## src/rtl/commu_bridge.sv

```systemverilog
// UART byte-protocol command engine: turns host frames into fx burst writes and reads,
// acknowledging writes and streaming read data back one byte per address.
module commu_bridge #(
   parameter int          ADDR_BYTES = 4,
   parameter int          RD_LAT     = 1,
   parameter int          TIMEOUT_US = 10000,
   parameter logic [7:0]  WR_HDR     = 8'hA5,
   parameter logic [7:0]  RD_HDR     = 8'h5A,
   localparam int         ADDR_W     = 8 * ADDR_BYTES
) (
   input  logic              clk_sys,
   input  logic              rst,
   input  logic              pluse_us,
   input  logic [7:0]        rx_data,
   input  logic              rx_vld,
   output logic [7:0]        tx_data,
   output logic              tx_vld,
   input  logic              tx_busy,
   output logic [ADDR_W-1:0] fx_waddr,
   output logic              fx_wr,
   output logic [7:0]        fx_data,
   output logic              fx_rd,
   output logic [ADDR_W-1:0] fx_raddr,
   input  logic [7:0]        fx_q,
   output logic              timeout_err,
   output logic              cmd_done
);

   localparam int         TO_W     = $clog2(TIMEOUT_US + 1);
   localparam logic [7:0] ACK_BYTE = 8'h06;
   localparam logic [7:0] NAK_BYTE = 8'h15;

   typedef enum logic [3:0] {
      S_IDLE, S_ADDR, S_LEN, S_WDATA, S_WACK, S_RREQ, S_RWAIT, S_RSEND, S_NAK
   } state_t;

   state_t            state;
   logic              write_mode;
   logic [ADDR_W-1:0] addr;
   logic [1:0]        abyte_cnt;
   logic [7:0]        remain;     // beats left after the current one (LEN byte)
   logic [TO_W-1:0]   to_cnt;
   logic [2:0]        lat_cnt;
   logic [7:0]        rd_byte;
   logic              rx_phase;
   logic              timeout_hit;
   logic              tx_ok;

   assign rx_phase    = (state == S_ADDR) || (state == S_LEN) || (state == S_WDATA);
   // The clear on rx_vld outranks a same-cycle tick, so a byte always rescues the frame.
   assign timeout_hit = rx_phase && pluse_us && !rx_vld &&
                        (to_cnt == TO_W'(TIMEOUT_US - 1));
   // tx_vld is high during the guard cycle, so tx_busy is not trusted until the PHY has seen it.
   assign tx_ok       = !tx_busy && !tx_vld;

   // NOTE: one clocked process with non-blocking updates; the reset branch is synchronous and clears every register.
   always_ff @(posedge clk_sys) begin
      if (rst) begin
         state       <= S_IDLE;
         write_mode  <= 1'b0;
         addr        <= '0;
         abyte_cnt   <= '0;
         remain      <= '0;
         to_cnt      <= '0;
         lat_cnt     <= '0;
         rd_byte     <= '0;
         tx_data     <= '0;
         tx_vld      <= 1'b0;
         fx_waddr    <= '0;
         fx_wr       <= 1'b0;
         fx_data     <= '0;
         fx_rd       <= 1'b0;
         fx_raddr    <= '0;
         timeout_err <= 1'b0;
         cmd_done    <= 1'b0;
      end else begin
         tx_vld      <= 1'b0;
         fx_wr       <= 1'b0;
         fx_rd       <= 1'b0;
         timeout_err <= 1'b0;
         cmd_done    <= 1'b0;

         if (!rx_phase || rx_vld)
            to_cnt <= '0;
         else if (pluse_us)
            to_cnt <= to_cnt + 1'b1;

         if (timeout_hit) begin
            timeout_err <= 1'b1;
            state       <= S_NAK;
         end else begin
            case (state)
               S_IDLE: begin
                  if (rx_vld && (rx_data == WR_HDR || rx_data == RD_HDR)) begin
                     write_mode <= (rx_data == WR_HDR);
                     abyte_cnt  <= '0;
                     state      <= S_ADDR;
                  end
               end

               S_ADDR: begin
                  if (rx_vld) begin
                     addr      <= (addr << 8) | ADDR_W'(rx_data);
                     abyte_cnt <= abyte_cnt + 1'b1;
                     if (abyte_cnt == 2'(ADDR_BYTES - 1))
                        state <= S_LEN;
                  end
               end

               S_LEN: begin
                  if (rx_vld) begin
                     remain <= rx_data;
                     state  <= write_mode ? S_WDATA : S_RREQ;
                  end
               end

               S_WDATA: begin
                  if (rx_vld) begin
                     fx_wr    <= 1'b1;
                     fx_data  <= rx_data;
                     fx_waddr <= addr;
                     addr     <= addr + 1'b1;
                     if (remain == 8'd0)
                        state <= S_WACK;
                     else
                        remain <= remain - 1'b1;
                  end
               end

               S_WACK: begin
                  if (tx_ok) begin
                     tx_vld   <= 1'b1;
                     tx_data  <= ACK_BYTE;
                     cmd_done <= 1'b1;
                     state    <= S_IDLE;
                  end
               end

               S_RREQ: begin
                  fx_rd    <= 1'b1;
                  fx_raddr <= addr;
                  lat_cnt  <= '0;
                  state    <= S_RWAIT;
               end

               S_RWAIT: begin
                  // lat_cnt is 0 in the fx_rd cycle itself, so this samples RD_LAT cycles later.
                  if (lat_cnt == 3'(RD_LAT)) begin
                     rd_byte <= fx_q;
                     state   <= S_RSEND;
                  end else begin
                     lat_cnt <= lat_cnt + 1'b1;
                  end
               end

               S_RSEND: begin
                  if (tx_ok) begin
                     tx_vld  <= 1'b1;
                     tx_data <= rd_byte;
                     addr    <= addr + 1'b1;
                     if (remain == 8'd0) begin
                        cmd_done <= 1'b1;
                        state    <= S_IDLE;
                     end else begin
                        remain <= remain - 1'b1;
                        state  <= S_RREQ;
                     end
                  end
               end

               S_NAK: begin
                  if (tx_ok) begin
                     tx_vld  <= 1'b1;
                     tx_data <= NAK_BYTE;
                     state   <= S_IDLE;
                  end
               end

               default: state <= S_IDLE;
            endcase
         end
      end
   end

endmodule

```

## config.mk

```make
export PLATFORM = sky130hd
export DESIGN_NAME = commu_bridge
export DESIGN_NICKNAME = d
export VERILOG_FILES = /design/src/rtl/commu_bridge.sv
export SDC_FILE = /design/constraint.sdc
export NUM_CORES = 1
export LEC_CHECK = 0
export BUFFER_PORTS_ARGS = -buffer_cell sky130_fd_sc_hd__buf_4
export CORE_MARGIN = 2
export CORE_UTILIZATION = 55
export DETAILED_ROUTE_END_ITERATION = 10
export PLACE_DENSITY_LB_ADDON = 0.3
export SYNTH_ARGS = -nofsm -noshare
export SYNTH_HDL_FRONTEND = slang
export SYNTH_SLANG_ARGS = --single-unit
```

## constraint.sdc

```tcl
create_clock -name clk_sys -period 2 [get_ports clk_sys]
set_input_delay 0.3 -clock clk_sys [delete_from_list [all_inputs] [get_ports clk_sys]]
set_output_delay 0.3 -clock clk_sys [all_outputs]
set_load 0.01 [all_outputs]
```

==> impl_metrics.yaml <==
clock_tree:
  ctsHoldBuffers: 0
  htree_levels: 4
  cts.sinks: 157
  clockRootBuffer: "clkbuf_16"
  cts_buffers: 17
  cts_buffer_depth: 2
  clk_latency_ns: 0.44
  cts.clk_slew.worst_paths_ns: 0.06
  cts_tree: "done"
floorplan:
  coreArea_sq_um: 12700
  start_util_pct: 56.9
  die_x_microns: 119
  placementRows: 41
  die_area_sq_um: 14100
  die_h_microns: 119
  ioPinCount: 106
power_and_ir_drop:
  power_frac_seq_pct: 43.0
  p_total_w: 0.00764
  p_int_w: 0.00582
  clkPwrFrac_pct: 47.7
  p_leak_nw: 3.53
  p_switching_w: 0.00182
  worst_ir_drop_vdd_mv: 0.922
  pwr-share-comb_pct: 9.3
  powerDensity_nw_per_um2: 822
  switching_share_pct: 23.9
cells_and_area:
  n_fill_cell: 1009
  layout_commonest_cell: "nand2_1"
  antennaDiodeCount: 0
  seqCellArea_sq_um: 3150
  final_cell_mix: "nand2_1 (200), buf_4 (180), dfxtp_1 (152)"
  final_nets: 1076
  multi_input_area_sq_um: 3780
  drive_gt1_share_pct: 23.4
  area_growth_pct: 28.6
sta:
  fin_crit_ns: 1.90
  final.setup_skew_ns: 0.0113
  fmax_mhz: 526
  hold_ws_ns: 0.0983
  setup_violations: 0
  period_share_pct: 95.1
  relSlewSlack_pct: 55.5
  hold_viol: 0
  tightestPinTransition_ns: 0.663
  slew_viol_final: 0
route:
  vias: 7209
  via_per_inst: 5.84
  drt_pass1_iterations: 5
  detail-route-antenna-nets: 0
  wl_microns: 19400
  drt_iter0_drc: 572
  wl_per_cell_microns: 15.7
  drc_errors: 0
synthesis:
  async_reset_ff_share_pct: 0
  synth_top_area_share_pct: 43.5
  ys_warn_count: 0
  synthFlopType: "dfxtp_1"
  syn_inst: 918
  yosysSeqAreaShare_pct: 43.5
  synth-edff-count: 0
  synth_cell_types: 75
  syn-mean-instance-area_sq_um: 7.88
  synth.net_count: 945
  synth_area_sq_um: 7230
  synth_top_cell_by_area: "dfxtp_1"
  synth_area_leaders: "dfxtp_1 (43%), nand2_1 (10%), a21oi_1 (8.1%), nor2_1 (4.2%), nand3_1 (2.5%)"
  yosys_register_bits: 157
placement:
  hpwl_microns: 13000
  io_buffers: 105
  gp_congestion: 0.903
worst_setup_path:
  worstSetupPathType: "register to register"
  path_cells: "buf_4 > and4b_1 > a21oi_2 > a2111oi_4 > buf_12 > nor2_1 > a211oi_1"
  crit_path_max_incr_delay_ns: 0.41
  r2r_end: "tx_data[1]"
  cp_slowest_cell: "a2111oi_4"
  r2r_setup_slack_ns: 0.1
  crit_arrival_ns: 2.24
  cp.required_ns: 2.34
  worstReg2RegStart: "state[1]"
  setup.worst_path.start_class: "register"
  worstPathMaxFanout: 14
  crit_path_end_kind: "register"
  worstRegToRegCells: 7
hold_path:
  min-delay-start: "fx_q[4]"
  hold_end: "rd_byte[4]"
  hold_depth: 3
  hold_path.class: "input pin to register"
status:
  status: "finished, final reports clean"
global_route:
  gr-total-overflow: 0
  use_met2_pct: 45.1
  grtUsageMet1_pct: 35.5
  grt_util_met3_pct: 6.76
  grt-busiest-layer: "met2"
  grt.total_usage_pct: 27.6
  grt_pass1_vias: 6661
  grt_max_degree: 45
  antenna_found_initial: 0
  grt_pass1_wl_microns: 31900
run:
  maxCapViolations: 0
-- cell usage after synthesis (6+ instances only) --
| cell type | n |
|---|---|
| nand4_1 | 12 |
| nand2b_1 | 9 |
| xor2_1 | 8 |
| nor4_1 | 7 |
| a211oi_1 | 14 |
| mux2i_1 | 13 |
| and3_1 | 14 |
| a31oi_1 | 10 |
| dfxtp_1 | 157 |
| and2_1 | 8 |
| inv_1 | 10 |
| o21ai_0 | 30 |
| nor3_1 | 9 |
| ha_1 | 6 |
| nor2_1 | 80 |
| xnor2_1 | 6 |
| a21oi_1 | 117 |
| nand3b_1 | 6 |
| buf_2 | 25 |
| clkbuf_1 | 40 |
| nand3_1 | 36 |
| nand2_1 | 201 |
-- power by group through the flow --
stage | registers (W) | clock network (W) | logic (W)
global placement | 0.00335 | 0 | 0.000662
detailed placement | 0.00335 | 0 | 0.000673
CTS | 0.00328 | 0.00367 | 0.000685
finish | 0.00329 | 0.00365 | 0.000708
global route | 0.00330 | 0.00380 | 0.000775
floorplan | 0.00333 | 0 | 0.000415
-- metrics by stage --
stage          std cells  TNS (ns)  instance area, sq um  util (%)  setup slack [ns]
2_1_floorplan        918         0                  7230         -             0.175
3_3_place_gp        1199         0                  8560      67.3            0.0483
3_5_place_dp        1199   -0.0281                  8560      67.3           -0.0281
4_1_cts             1233         0                  9260      72.8            0.0213
5_1_grt             1234  -0.00324                  9300      73.1          -0.00324
6_report            1234         0                  9300      73.1            0.0981
-- worst max-delay path by stage --
stage | from | end | cells past startpoint
after floorplan | addr[0] | addr[26] | 6
after detailed placement | remain[0] | remain[5] | 7
after global placement | remain[0] | remain[5] | 7
after global routing | addr[10] | addr[26] | 5
after CTS | remain[0] | remain[5] | 7
final | state[1] | tx_data[1] | 7
-- layout make-up --
cell class	count	area share [%]
inverter	10	0.403
multi-input combinational	678	40.6
clock inverter	12	2.22
sequential	157	33.9
clock buffer	20	5.02
tap	172	2.31
timing repair buffer	185	15.6
-- state kept, by name (all words and copies together), names as in the netlist, 4 cells and up --
register,cells
fx_data,8
fx_raddr,32
tx_data,8
fx_waddr,32
rd_byte,8
remain,8
state,4
to_cnt,14
addr,32
-- worst max-delay path, delay by kind of cell, from the launching register on --
family | cells | cell delay [ns]
AOI/OAI and AO/OA | 3 | 0.71
buffers and inverters | 2 | 0.40
DFF | 1 | 0.39
and+or+nand+nor | 2 | 0.30
-- logic make-up (layout without fill, tap and decap cells) --
| kind of cell | count (synthesis) | after routing | share of synthesized area [%] |
|---|---|---|---|
| xor gates and xnor gates | 14 | 14 | 1.70 |
| and+or+nand+nor | 418 | 418 | 27.5 |
| AOI/OAI and AO/OA | 227 | 227 | 19.5 |
| adders and majority gates | 6 | 6 | 1.04 |
| buffers and inverters | 83 | 227 | 5.02 |
| muxes | 13 | 13 | 1.80 |
| DFF | 157 | 157 | 43.5 |
-- repair_timing --
item / 4_1_cts / 5_1_grt
pin swaps: 1 / 3
setup endpoints to repair: 2 / 25
buffers inserted: 2 / 1
resized for setup: 1 / 13
-- routing by layer --
layer / share of wire [%] / wire [microns]
met3: 7.2 / 1390
met2: 48 / 9310
met5: 0 / 0
met4: 1.7 / 328
met1: 43 / 8390
No activity file was read; power rests on OpenSTA's default activity.
